--- config.mk ---
export PLATFORM = sky130hd
export DESIGN_NAME = dct_2d_stream_flat
export DESIGN_NICKNAME = d
export VERILOG_FILES = /design/src/rtl/dct_2d_stream_if.sv /design/src/rtl/dct_2d_stream.sv /design/src/flat_wrapper.sv
export SDC_FILE = /design/constraint.sdc
export NUM_CORES = 1
export LEC_CHECK = 0
export CORE_UTILIZATION = 45
export DETAILED_ROUTE_END_ITERATION = 8
export DONT_BUFFER_PORTS = 1
export SYNTH_ARGS = -nofsm -noshare
export SYNTH_HDL_FRONTEND = slang
export SYNTH_SLANG_ARGS = --single-unit
--- constraint.sdc ---
create_clock -name clock -period 12.61 [get_ports clock]
set_input_delay 1.261 -clock clock [delete_from_list [all_inputs] [get_ports clock]]
set_output_delay 1.261 -clock clock [all_outputs]
set_load 0.1 [all_outputs]
--- src/rtl/dct_2d_stream_if.sv ---
// rtl/dct_2d_stream_if.sv - Row-stream handshake bundle between block fetcher, dct_2d_stream and quantiser
// slave is the DCT side; master is the upstream/downstream environment side.
interface dct_2d_stream_if #(
    parameter int N      = 8,
    parameter int PIX_W  = 8,
    parameter int COEF_W = 12
);
    logic                 in_valid;
    logic                 in_ready;
    logic [N*PIX_W-1:0]   in_data;
    logic                 out_valid;
    logic                 out_ready;
    logic [N*COEF_W-1:0]  out_data;
    logic                 out_last;

    modport slave (
        input  in_valid, in_data, out_ready,
        output in_ready, out_valid, out_data, out_last
    );

    modport master (
        output in_valid, in_data, out_ready,
        input  in_ready, out_valid, out_data, out_last
    );
endinterface

--- src/rtl/dct_2d_stream.sv ---
// rtl/dct_2d_stream.sv - NxN 2-D DCT sequencer: row pass, optional column pass, row-wise output
// Both passes share one external 1-D core; a tag pipeline routes each returning result to its row/column.
module dct_2d_stream #(
    parameter int N           = 8,
    parameter int PIX_W       = 8,
    parameter int COEF_W      = 12,
    parameter int CORE_LAT    = 1,
    parameter int LEVEL_SHIFT = 1
) (
    input  logic                 clock,
    input  logic                 reset,
    input  logic                 mode_2d,
    dct_2d_stream_if.slave       io,
    output logic                 core_valid,
    output logic [N*COEF_W-1:0]  core_in,
    input  logic [N*COEF_W-1:0]  core_out,
    output logic                 busy
);
    localparam int AW = $clog2(N);
    localparam int IW = $clog2(N + 1);
    localparam logic [AW-1:0] LAST_ROW  = AW'(N - 1);
    localparam logic [IW-1:0] ISSUE_END = IW'(N);
    localparam logic [COEF_W-1:0] SHIFT = (LEVEL_SHIFT != 0) ? COEF_W'(1 << (PIX_W - 1)) : '0;

    typedef enum logic [1:0] {S_LOAD, S_ROW, S_COL, S_OUT} state_t;

    state_t state, state_next;

    logic [AW-1:0]     cnt;     // rows captured in LOAD, rows sent in OUT
    logic [IW-1:0]     icnt;    // vectors issued in the current pass
    logic              mode_q;
    logic [PIX_W-1:0]  x_buf [N][N];
    logic [COEF_W-1:0] t_buf [N][N];
    logic [COEF_W-1:0] o_buf [N][N];

    logic [CORE_LAT-1:0]         tag_v;
    logic [CORE_LAT-1:0][AW-1:0] tag_i;

    logic          in_fire;
    logic          out_fire;
    logic          issue;
    logic          res_v;
    logic [AW-1:0] res_i;
    logic [AW-1:0] issue_i;

    assign res_v   = tag_v[CORE_LAT-1];
    assign res_i   = tag_i[CORE_LAT-1];
    assign issue_i = icnt[AW-1:0];

    always_ff @(posedge clock) begin
        if (reset) begin
            state <= S_LOAD;
        end else begin
            state <= state_next;
        end
    end

    always_comb begin
        state_next   = state;
        in_fire      = 1'b0;
        out_fire     = 1'b0;
        issue        = 1'b0;
        io.in_ready  = 1'b0;
        io.out_valid = 1'b0;
        io.out_last  = 1'b0;
        busy         = 1'b0;
        if (!reset) begin
            busy = (state != S_LOAD) || (cnt != '0);
            case (state)
                S_LOAD: begin
                    io.in_ready = 1'b1;
                    in_fire     = io.in_valid;
                    if (in_fire && cnt == LAST_ROW) begin
                        state_next = S_ROW;
                    end
                end
                S_ROW, S_COL: begin
                    issue = (icnt != ISSUE_END);
                    // The pass ends on the write-back of its last vector, not on its issue.
                    if (res_v && res_i == LAST_ROW) begin
                        state_next = (state == S_COL || !mode_q) ? S_OUT : S_COL;
                    end
                end
                S_OUT: begin
                    io.out_valid = 1'b1;
                    io.out_last  = (cnt == LAST_ROW);
                    out_fire     = io.out_ready;
                    if (out_fire && cnt == LAST_ROW) begin
                        state_next = S_LOAD;
                    end
                end
                default: state_next = S_LOAD;
            endcase
        end
        core_valid = issue;
    end

    always_comb begin
        core_in     = '0;
        io.out_data = '0;
        for (int k = 0; k < N; k++) begin
            if (issue) begin
                core_in[k*COEF_W +: COEF_W] = (state == S_ROW)
                    ? COEF_W'(x_buf[issue_i][AW'(k)]) - SHIFT
                    : t_buf[AW'(k)][issue_i];
            end
            if (io.out_valid) begin
                io.out_data[k*COEF_W +: COEF_W] = mode_q ? o_buf[cnt][AW'(k)] : t_buf[cnt][AW'(k)];
            end
        end
    end

    always_ff @(posedge clock) begin
        tag_i <= (CORE_LAT*AW)'({tag_i, issue_i});
    end

    always_ff @(posedge clock) begin
        if (reset) begin
            cnt    <= '0;
            icnt   <= '0;
            mode_q <= 1'b0;
            tag_v  <= '0;
        end else begin
            tag_v <= CORE_LAT'({tag_v, issue});
            if (in_fire) begin
                for (int c = 0; c < N; c++) begin
                    x_buf[cnt][AW'(c)] <= io.in_data[c*PIX_W +: PIX_W];
                end
                if (cnt == '0) begin
                    mode_q <= mode_2d;
                end
            end
            if (in_fire || out_fire) begin
                cnt <= (cnt == LAST_ROW) ? '0 : cnt + 1'b1;
            end
            if (state_next != state) begin
                icnt <= '0;
            end else if (issue) begin
                icnt <= icnt + 1'b1;
            end
            // Row results land as T rows; column results land transposed into the output buffer.
            if (res_v) begin
                for (int k = 0; k < N; k++) begin
                    if (state == S_ROW) begin
                        t_buf[res_i][AW'(k)] <= core_out[k*COEF_W +: COEF_W];
                    end else begin
                        o_buf[AW'(k)][res_i] <= core_out[k*COEF_W +: COEF_W];
                    end
                end
            end
        end
    end
endmodule

--- src/flat_wrapper.sv ---
// flat-port wrapper written by rule: the top's interface ports become plain ports
module dct_2d_stream_flat 
#(
    parameter int N           = 8,
    parameter int PIX_W       = 8,
    parameter int COEF_W      = 12,
    parameter int CORE_LAT    = 1,
    parameter int LEVEL_SHIFT = 1
)
  (clock, reset, mode_2d, core_valid, core_in, core_out, busy, io_in_valid, io_in_data, io_out_ready, io_in_ready, io_out_valid, io_out_data, io_out_last);
  dct_2d_stream_if #(.N(N), .PIX_W(PIX_W), .COEF_W(COEF_W)) io_i ();
  input  logic clock;
  input  logic reset;
  input  logic mode_2d;
  output logic core_valid;
  output logic [N*COEF_W-1:0] core_in;
  input  logic [N*COEF_W-1:0] core_out;
  output logic busy;
  input wire logic [$bits(io_i.in_valid)-1:0] io_in_valid;
  input wire logic [$bits(io_i.in_data)-1:0] io_in_data;
  input wire logic [$bits(io_i.out_ready)-1:0] io_out_ready;
  output wire logic [$bits(io_i.in_ready)-1:0] io_in_ready;
  output wire logic [$bits(io_i.out_valid)-1:0] io_out_valid;
  output wire logic [$bits(io_i.out_data)-1:0] io_out_data;
  output wire logic [$bits(io_i.out_last)-1:0] io_out_last;
  assign io_i.in_valid = io_in_valid;
  assign io_i.in_data = io_in_data;
  assign io_i.out_ready = io_out_ready;
  assign io_in_ready = io_i.in_ready;
  assign io_out_valid = io_i.out_valid;
  assign io_out_data = io_i.out_data;
  assign io_out_last = io_i.out_last;
  dct_2d_stream #(.N(N), .PIX_W(PIX_W), .COEF_W(COEF_W), .CORE_LAT(CORE_LAT), .LEVEL_SHIFT(LEVEL_SHIFT)) u_core (.clock(clock), .reset(reset), .mode_2d(mode_2d), .io(io_i), .core_valid(core_valid), .core_in(core_in), .core_out(core_out), .busy(busy));
endmodule
* Yosys cells after proc, flatten, opt, wreduce, memory -nomap -nowiden
Memory sizes are Yosys's and may differ from the RTL's. A register that Yosys moved wholly into a read port is not among the register bits. Index checks and enable logic that the tools add are counted.
Cells by class: add/sub/neg operators 6, order comparisons 3, eq/ne operators 7, multiplexer cells 88, bitwise operators 2, reduce and logical (&&, ||, !) cells 15
Operators by type and width (number):
- $mux 12 | 42
- $bmux 12 s3 | 8
- $mux 96 | 1
- $demux 12 s3 | 1
- $sub 8x8->9 const B | 4
- $mux 1 | 24
- $mux 3 | 7
- $ge 4x4->1 const B | 2
- $mux 2 | 4
- $not 3->4 | 2
- $eq 3x3->1 const B | 2
- $pmux 2 s3 | 1
- $add 4x1->4 const B | 1
- $eq 2x2->1 const B | 2
- $logic_and 1x1->1 | 4
- $lt 4x1->1 const B | 1
- $ne 4x4->1 const B | 1
- $reduce_or 2->1 | 2
- $add 3x1->3 const B | 1
- $logic_not 3->1 | 1
- $logic_or 1x1->1 | 3
- $reduce_bool 3->1 | 1
- $eq 2x1->1 const B | 1
- $logic_not 2->1 | 1
- 4 further kinds | 4
Word-level totals: bits in registers 14, memory bits (writable) 1408, output and inout bits 197, memories 3
Memories:
- u_core.o_buf | words 8, width 96, rd ports 1, clocked after Yosys merged registers in 1, write ports 8, RTL line dct_2d_stream.sv:34 | logic [COEF_W-1:0] o_buf [N][N];
- u_core.t_buf | words 8, width 48, rd ports 9, clocked after Yosys merged registers in 1, write ports 1, RTL line dct_2d_stream.sv:33 | logic [COEF_W-1:0] t_buf [N][N];
- u_core.x_buf | words 8, width 32, rd ports 1, clocked after Yosys merged registers in 1, write ports 1, RTL line dct_2d_stream.sv:32 | logic [PIX_W-1:0] x_buf [N][N];

* Logic depth before layout (Yosys ltp)
Gate-level depths: netlist of the first run.
word-level depth 9, depth in mapped cells 10, gate-level depth less buffers 6

* Worst setup path before layout of the first run
OpenSTA, ideal clock, no wires.
path type input port to flip-flop, start in reset, end mem u_core.o_buf[0][84] (netlist bit) (enable), library setup time 669 ps, arrival time 8422 ps, required time 11941 ps, path slack 3519 ps, cell stages on the path 4, path buffers 1, path through buf_2 > nand2b_1 > or3_1 > nor3_1
RTL lines:
- start: declaration | RTL line flat_wrapper.sv:13 | input logic reset;
- end: declaration | RTL line dct_2d_stream.sv:34

* Worst setup path after layout of the first run
start reg u_core.icnt[0], end out core_in[51]
Between the ends: word-level cells in the longest chain between the ends 6
Ends and longest elaborated chain:
- start: declaration | RTL line dct_2d_stream.sv:30 | logic [IW-1:0] icnt;
- start signal: assignment | RTL line dct_2d_stream.sv:139 | icnt <= icnt + 1'b1;
- $not 3->4 (not written as such) | RTL line dct_2d_stream.sv:105 | : t_buf[AW'(k)][issue_i];
- $bmux 12 s3 | RTL line dct_2d_stream.sv:105
- $mux 12 (not written as such) (2 in series) | RTL line dct_2d_stream.sv:105
- $mux 12 | RTL line dct_2d_stream.sv:104 | ? COEF_W'(x_buf[issue_i][AW'(k)]) - SHIFT
- $mux 12 * | RTL line dct_2d_stream.sv:102 | if (issue) begin
- end: declaration | RTL line flat_wrapper.sv:16 | output logic [N*COEF_W-1:0] core_in;
Mark *: on every way between the ends. The rest lies on a longest branch, timed or not. The select of a mux whose other input is x is not followed.

==> summary.txt, run 1 <==
synthesis-to-finish area growth -> 12.8%
Finished Cell Area -> 49200 µm²
post-synthesis cell count -> 1986
Yosys cell types -> 53
GRT Util Overall -> 21.5%
most frequent cells in the layout -> 1024 x edfxtp_1, 288 x mux4_2, 129 x mux2i_1, 111 x clkbuf_16, 109 x buf_4
IO Pins -> 362
final core utilization -> 51.5%
DRC viols -> 0
actual slew at the worst max-slew pin -> 1.32 ns
type of destination of the critical path -> output port
clock slew at reported path FFs -> 0.06 ns
Clk network pwr share -> 39.9%
critical path's largest stage delay -> 0.96 ns
critical path, cell by cell -> buf_4 -> inv_2 -> ha_1 -> a211oi_4 -> buf_4 -> and2_1
Buf/Inv on CP -> 3
chip height -> 313 µm
crit path DAT -> 4.60 ns
clk_lat worst skew -> 0.68 ns
RSZ-0062 raised after global routing -> false
number of CTS-inserted buffers -> 108
Chip Width -> 313 µm
yosys warns -> 0
NetSw -> 1.87 mW
Netlist Area Pre-Place -> 43600 µm²
CP top delay family -> buffers and inverters
Starting Density -> 45.6%
CTS Root Cell -> clkbuf_16
WL/cell -> 30.6 µm
Slew Limit Fails -> 0
Slowest cell on crit path -> and2_1
DRT Pass-1 Iters -> 5
crit start category -> register
prevailing post-synth register cell -> edfxtp_1
Port Buffers -> 0
Max-cap violations -> 0
Tcrit/Tclk final -> 46.5%
crit path time final -> 5.87 ns
grt ovf -> 0
Async SR Flop Fraction -> 0%
die area -> 98100 µm²
CTS tree -> done
Power Density -> 158 nW/µm²
flops & latches, synth -> 1044
clk sinks -> 1044
Final Setup Violations -> 0
Total Wirelength -> 105000 µm
Final Net Count -> 2258
# rows -> 113
Longest Clk Path Bufs -> 3
initial antenna violation count -> 2
post_cts resized -> 0
kind of critical path -> register to output port
Final ANT Viol Nets -> 0
post-synthesis sequential area ratio -> 71.5%
vias in the first global route -> 21400
VDD IR max -> 0.119 mV
Worst slew margin -> 11.6%
HP Class -> register to register
EDFF count, synth -> 1024
CTS Hold Bufs -> 0
most common cell after layout, fill and taps aside -> edfxtp_1
Mean Syn Cell Area -> 21.9 µm²
Final Skew -> 0.0164 ns
DPL Wire Length -> 64700 µm
count of final hold-check violations -> 0
Fin Setup TNS -> 0 ns
Gate power share -> 10.2%
status -> complete, no violations
CP most frequent cell -> buf_4
non-filler instance count after layout -> 3443
number of fill cells in the layout -> 7387
first-pass GRT wire length -> 152000 µm
Placer Congestion -> 0.825
multi-input logic area -> 12000 µm²
Lkg Pwr -> 14.8 nW
layout cell share with drive strength beyond 1 -> 31.8%
placed inst area -> 45700 µm²
cell-internal power -> 5.89 mW
DR vias -> 20400
Worst R2R Setup Slack -> 8.79 ns
Max FO, Critical Path -> 53
FMAX -> 170 MHz
switch share -> 24.0%
CP required -> 11.35 ns
power share of the sequential group -> 49.9%
largest net degree at the start of global routing -> 157
vias per cell -> 5.93
H-tree depth -> 3
DR iter-0 viols -> 1713
Post-CTS Setup Bufs -> 0
Placed Cells -> 3239
Core Region -> 95400 µm²
register area -> 31200 µm²
-- final cells by class --
cell class,count,area share [%]
clock inverters,73,1.23
inverters,11,0.0840
diodes,1,0.00509
flip-flops and latches,1044,63.4
repair buffers,111,1.75
multi-input cells,808,24.5
clock buffers,130,5.80
well taps,1265,3.22
-- synth_stat cells (all sizes together) (2+ instances only) --
master	n	share of area [%]
edfxtp	1024	71
mux2i	129	3.0
buf	141	2.4
xnor2	2	0.040
nor4b	2	0.040
nand2b	8	0.13
nor2b	10	0.14
inv	11	0.095
dfxtp	20	0.92
a211oi	5	0.11
ha	9	0.26
and3b	2	0.040
nor2	26	0.22
and2	49	0.70
o22ai	46	0.66
clkbuf	27	0.24
o21ai	2	0.023
nand3	2	0.023
nor3	10	0.13
a21oi	26	0.30
a221o	2	0.046
dlymetal6s2s	2	0.057
o2bb2ai	28	0.56
a31oi	2	0.063
mux4	350	19
o32ai	2	0.040
nand2	36	0.31
-- state kept, by name, indices dropped and copies added (netlist names), named ones only --
register and cells:
u_core.cnt 3, u_core.icnt 4, u_core.mode_q 1, u_core.o_buf 384
u_core.res_i 3, u_core.res_v 1, u_core.state 2, u_core.t_buf 384
u_core.x_buf 256
-- per-stage QoR --
step,setup slack (ns),hold slack (ns),total power [mW]
global route,6.40,0.412,8.00
floorplan,3.52,0.350,4.61
CTS,6.57,0.413,7.84
global placement,7.33,0.409,4.74
finish,6.74,0.406,7.76
detailed placement,7.32,0.413,4.75
-- final timing paths --
check / start / cells after the start / end
max reg2reg: u_core.state[1]$_SDFF_PP0_ / 5 / u_core.o_buf[7][88]$_DFFE_PP_
min reg2reg: u_core.icnt[2]$_SDFFE_PP0P_ / 0 / u_core.res_i[2]$_DFF_P_
max: u_core.icnt[0]$_SDFFE_PP0P_ / 6 / core_in[51]
min: u_core.icnt[2]$_SDFFE_PP0P_ / 0 / u_core.res_i[2]$_DFF_P_
-- layer usage --
metal | vias up | global-route usage (%) | routed length (µm)
met2 | 667 | 36.4 | 53800
met1 | 11000 | 27.5 | 41400
li1 | 8600 | - | -
met4 | 0 | 5.37 | 2020
met3 | 110 | 6.06 | 8070
met5 | - | 0 | 0
-- power groups by stage --
stage	clock, mW	combinational, mW	sequential, mW
2_1_floorplan	0	0.679	3.93
3_5_place_dp	0	0.803	3.95
3_3_place_gp	0	0.798	3.94
6_report	3.10	0.790	3.87
4_1_cts	3.16	0.805	3.87
5_1_grt	3.29	0.829	3.87
-- worst reg2reg max path: stages, from the launching register on --
cell	delay [ns]
dfxtp_1	0.39
inv_1	0.11
ha_1	0.31
or3_1	0.54
nor3_2	1.03
buf_4	0.94
-- kinds of logic after synthesis --
family          Yosys count  share of synthesized area [%]
compound gates          120                           1.96
xor+xnor                  2                         0.0402
fa+ha+maj                 9                          0.258
buf+inv                 181                           2.81
flops                  1044                           71.5
mux                     479                           21.6
other cells               1                        0.00861
simple gates            150                           1.83
Note: power is estimated with default switching activity, not from simulation.
==> inputs of run 2 (changes only) <==
- clock period: 12.61 -> 5 ns (I/O delays scaled with it)
==> summary.txt, run 2 (synthesized netlist as in run 1, its figures left out) <==
number of CTS-inserted buffers -> 107 (-0.93%)
DR iter-0 viols -> 1869 (+9.1%)
clk_lat worst skew -> 0.68 ns (about the same)
clock slew at reported path FFs -> 0.06 ns (about the same)
DRT Pass-1 Iters -> 5 (unchanged)
Final Setup Violations -> 0 (unchanged)
Placed Cells -> 3308 (+2.1%)
vias in the first global route -> 22600 (+5.9%)
Port Buffers -> 0 (unchanged)
IO Pins -> 362 (unchanged)
non-filler instance count after layout -> 3634 (+5.5%)
die area -> 98100 µm² (unchanged)
Final Net Count -> 2457 (+8.8%)
Finished Cell Area -> 51100 µm² (+3.9%)
vias per cell -> 5.87 (-1.1%)
largest net degree at the start of global routing -> 100 (-36%)
chip height -> 313 µm (unchanged)
Placer Congestion -> 0.827 (+0.24%)
HP Class -> input port to register
DPL Wire Length -> 68100 µm (+5.3%)
Max-cap violations -> 0 (unchanged)
Chip Width -> 313 µm (unchanged)
Slew Limit Fails -> 0 (unchanged)
status -> complete, no violations
H-tree depth -> 3 (unchanged)
crit start category -> register
layout cell share with drive strength beyond 1 -> 32.4% (+0.64 points)
Power Density -> 390 nW/µm² (+150%)
Core Region -> 95400 µm² (unchanged)
count of final hold-check violations -> 0 (unchanged)
initial antenna violation count -> 9 (+7)
final core utilization -> 53.5% (+2.0 points)
crit path DAT -> 3.66 ns (-0.94 ns)
type of destination of the critical path -> output port
FMAX -> 241 MHz
CTS tree -> done
Post-CTS Setup Bufs -> 0 (unchanged)
# rows -> 113 (unchanged)
grt ovf -> 0 (unchanged)
Max FO, Critical Path -> 68 (+28%)
Worst slew margin -> 22.0% (+10 points)
Final Skew -> 0.0478 ns (+0.0314 ns)
Lkg Pwr -> 15.7 nW (+6.4%)
most frequent cells in the layout -> 1024 x edfxtp_1, 288 x mux4_2, 173 x buf_4, 131 x dlygate4sd3_1, 129 x mux2i_1
first-pass GRT wire length -> 158000 µm (+3.9%)
crit path time final -> 4.16 ns
Starting Density -> 45.6% (unchanged)
DR vias -> 21300 (+4.4%)
kind of critical path -> register to output port
GRT Util Overall -> 22.2% (+0.67 points)
RSZ-0062 raised after global routing -> false
biggest regs -> u_core.o_buf (384), u_core.t_buf (384), u_core.x_buf (256)
CTS Root Cell -> clkbuf_16
total power -> 19.9 mW (+160%)
Final ANT Viol Nets -> 0 (unchanged)
clk sinks -> 1044 (unchanged)
most common cell after layout, fill and taps aside -> edfxtp_1
synthesis-to-finish area growth -> 17.3%
Total Wirelength -> 108000 µm (+2.8%)
Longest Clk Path Bufs -> 3 (unchanged)
actual slew at the worst max-slew pin -> 1.17 ns (-0.147 ns)
Tcrit/Tclk final -> 83.2%
CP required -> 4.50 ns (-6.85 ns)
DRC viols -> 0 (unchanged)
VDD IR max -> 0.317 mV (+170%)
WL/cell -> 29.8 µm (-2.6%)
placed inst area -> 46300 µm² (+1.3%)
## run 2: cell types whose count changed in the layout (fill, tap and decap cells not counted), moves of 3 or more
cell           delta
dlygate4sd3_1   +131
buf_4            +64
clkinv_1         -15
buf_12            +5
clkbuf_1          -3
diode_2           +3
inv_6             +3
## run 2: final cells by class
type                            instances  area [µm²]
Inverter                               11        41.3
Clock buffer                          125        2790
Tap cell                             1265        1580
Timing Repair Buffer                  311        2750
Clock inverter                         66         691
Multi-Input combinational cell        808       12000
Antenna cell                            4        10.0
Sequential cell                      1044       31200
Fill cell                            7301       44300
## run 2: metal layers
metal / track usage (%) / vias up / share of wire, %
li1: - / 9014 / -
met4: 5.78 / 4 / 2.0
met2: 38.4 / 724 / 52
met1: 29.1 / 11400 / 40
met3: 4.00 / 127 / 6.1
met5: 0 / - / 0.027
## run 2: critical path, stage by stage (launching register included)
cell	delay, ns
dfxtp_4	0.68
buf_4	0.90
mux4_2	0.51
and2_1	0.80
## run 2: through the flow
| step | hold WS [ns] | TNS (ns) | setup slack (ns) |
|---|---|---|---|
| floorplan | 0.350 | -253.66 | -0.751 |
| CTS | 0.00986 | 0 | 0.824 |
| global placement | 0.411 | 0 | 1.60 |
| finish | 0.0576 | 0 | 0.842 |
| detailed placement | 0.429 | 0 | 1.54 |
| global route | 0.0388 | 0 | 0.735 |
## run 2: path summary, 6_finish.rpt
check	startpoint	endpoint	slack [ns]	cells after the start
setup / recovery	u_core.icnt[1]$_SDFFE_PP0P_	core_in[48]	0.84	3
hold / removal	io_in_valid	u_core.mode_q$_SDFFE_PP0P_	0.06	3
setup reg to reg	u_core.state[0]$_SDFF_PP0_	u_core.t_buf[5][40]$_DFFE_PP_	1.92	4
hold reg to reg	u_core.icnt[2]$_SDFFE_PP0P_	u_core.res_i[2]$_DFF_P_	0.38	0
## run 2: report_power, final
group          total (mW)  switching [mW]  leakage, nW  internal [mW]
clock                7.88            3.32         1.69           4.56
sequential           9.79          0.0876         9.38           9.70
combinational        2.23            1.48         4.66          0.757
## run 2: timing repair
item	in CTS	in global routing
hold buffers	131	0
gates resized for setup	0	0
endpoints found under the hold margin	1033	0
==> inputs of run 3 (changes only) <==
- clock period: 5 -> 4 ns (I/O delays scaled with it)
==> summary.txt, run 3 (synthesized netlist as in run 1, its figures left out) <==
status -> complete, no violations
Lkg Pwr -> 16.2 nW (+2.9%)
Final ANT Viol Nets -> 0 (unchanged)
DRT Pass-1 Iters -> 5 (unchanged)
vias in the first global route -> 22700 (+0.47%)
synthesis-to-finish area growth -> 20.1%
vias per cell -> 5.91 (+0.82%)
Slew Limit Fails -> 0 (unchanged)
IO Pins -> 362 (unchanged)
chip height -> 313 µm (unchanged)
HP Class -> input port to register
Power Density -> 488 nW/µm² (+25%)
DPL Wire Length -> 69900 µm (+2.5%)
WL/cell -> 29.7 µm (-0.29%)
Total Wirelength -> 109000 µm (+1.1%)
GRT Util Overall -> 22.3% (+0.12 points)
most common cell after layout, fill and taps aside -> edfxtp_1
met1 Resource Use GR -> 29.6% (+0.57 points)
crit path DAT -> 3.33 ns (-0.33 ns)
RSZ-0062 raised after global routing -> false
die area -> 98100 µm² (unchanged)
Chip Width -> 313 µm (unchanged)
H-tree depth -> 3 (unchanged)
DR iter-0 viols -> 1750 (-6.4%)
grt peak-use layer -> met2
initial antenna violation count -> 12 (+3)
actual slew at the worst max-slew pin -> 1.13 ns (-0.0449 ns)
Hold Path Sink -> u_core.state[0]$_SDFF_PP0_
Worst R2R Setup Slack -> 1.22 ns (-0.70 ns)
first-pass GRT wire length -> 159000 µm (+0.58%)
Final Setup Violations -> 0 (unchanged)
Longest Clk Path Bufs -> 3 (unchanged)
met3 Resource Use GR -> 4.05% (+0.053 points)
DR vias -> 21800 (+2.2%)
Final Skew -> 0.0329 ns (-0.0148 ns)
Max-cap violations -> 0 (unchanged)
Max FO, Critical Path -> 49 (-28%)
Starting Density -> 45.6% (unchanged)
clk_lat worst skew -> 0.70 ns (+0.02 ns)
CTS tree -> done
Tcrit/Tclk final -> 93.3%
# rows -> 113 (unchanged)
most frequent cells in the layout -> 1024 x edfxtp_1, 288 x mux4_2, 153 x buf_4, 131 x dlygate4sd3_1, 129 x mux2i_1
worst hold path stage count -> 3 (unchanged)
clk sinks -> 1044 (unchanged)
Worst R2R Start -> u_core.state[1]$_SDFF_PP0_
R2R cell count -> 5 (+1)
number of CTS-inserted buffers -> 106 (-0.93%)
DRC viols -> 0 (unchanged)
Placer Congestion -> 0.826 (about the same)
capturing point of the worst reg2reg path -> u_core.o_buf[6][52]$_DFFE_PP_
Worst slew margin -> 24.9% (+3.0 points)
crit start category -> register
VDD IR max -> 0.392 mV (+24%)
Final Net Count -> 2496 (+1.6%)
Hold Startpoint -> io_in_valid
biggest regs -> u_core.o_buf (384), u_core.t_buf (384), u_core.x_buf (256)
final worst slack -> 0.269 ns (-0.574 ns)
kind of critical path -> register to output port
FMAX -> 268 MHz
crit path time final -> 3.73 ns
Port Buffers -> 0 (unchanged)
Core Region -> 95400 µm² (unchanged)
total power -> 25.5 mW (+28%)
count of final hold-check violations -> 0 (unchanged)
largest net degree at the start of global routing -> 100 (unchanged)
met2 Resource Use GR -> 38.1% (-0.34 points)
type of destination of the critical path -> output port
Setup WS pre-CTS -> 0.852 ns (-0.688 ns)
clock slew at reported path FFs -> 0.06 ns (about the same)
CTS Root Cell -> clkbuf_16
layout cell share with drive strength beyond 1 -> 33.7% (+1.3 points)
grt ovf -> 0 (unchanged)
CP required -> 3.60 ns (-0.90 ns)
## run 3: cell types whose count changed in the layout (fill, tap and decap cells not counted), moves of 4 or more
cell,change
bufinv_16,+6
inv_6,-4
clkinv_1,+6
clkbuf_1,-5
buf_12,+59
buf_4,-20
## run 3: worst max-delay path by stage
stage	start	endpoint	slack [ns]	cells past startpoint
final	u_core.state[0]$_SDFF_PP0_	io_out_data[18]	0.27	6
after global routing	u_core.state[0]$_SDFF_PP0_	io_out_data[18]	0.10	6
after CTS	u_core.state[0]$_SDFF_PP0_	core_in[32]	0.12	8
after detailed placement	u_core.state[0]$_SDFF_PP0_	core_in[32]	0.85	8
after global placement	u_core.state[0]$_SDFF_PP0_	core_in[7]	0.99	8
after floorplan	u_core.icnt[0]$_SDFFE_PP0P_	core_in[13]	-0.18	10
## run 3: metal layers
layer | wire (µm) | part of all wire [%]
met5 | 27 | 0.025
met4 | 2350 | 2.1
met3 | 7130 | 6.5
met2 | 56500 | 52
met1 | 43500 | 40
## run 3: repair_timing
| action | 4_1_cts | 5_1_grt |
|---|---|---|
| endpoints found under the setup margin | 0 | 4 |
| hold buffers | 131 | 0 |
| hold endpoints to repair | 1034 | 0 |
| gates resized for setup | 0 | 1 |
| buffers inserted | 0 | 0 |
## run 3: worst max-delay path, cell delays in order (launching register included)
cell	delay, ns
dfxtp_1	0.44
ha_1	0.23
nor2b_2	0.30
nand2_4	0.57
nor2_1	0.44
a221o_1	0.29
buf_4	0.32
## run 3: final cells by class
cell class | instances | area [µm²]
Fill cell | 7195 | 43100
Sequential cell | 1044 | 31200
Multi-Input combinational cell | 808 | 12100
Timing Repair Buffer | 351 | 3790
Clock buffer | 119 | 2740
Tap cell | 1265 | 1580
Clock inverter | 80 | 923
Inverter | 11 | 41.3
Antenna cell | 6 | 15.0
## run 3: per-stage QoR
step | cell area [µm²] | hold WS [ns] | TNS (ns) | instances | util [%]
after detailed placement | 47300 | 0.416 | 0 | 3348 | 49.6
after global placement | 47300 | 0.420 | 0 | 3348 | 49.6
final | 52300 | 0.0690 | 0 | 3684 | 54.8
after global routing | 52300 | 0.0513 | 0 | 3679 | 54.8
after floorplan | 44200 | 0.350 | -3.77 | 2033 | -
after CTS | 52300 | 0.0250 | 0 | 3678 | 54.8
## run 3: report_power, final
group / total, mW / internal, mW / switching [mW]
Sequential: 12.2 / 12.1 / 0.0846
Clock: 10.3 / 6.06 / 4.25
Combinational: 3.01 / 1.10 / 1.91
Total: 25.5 / 19.3 / 6.25
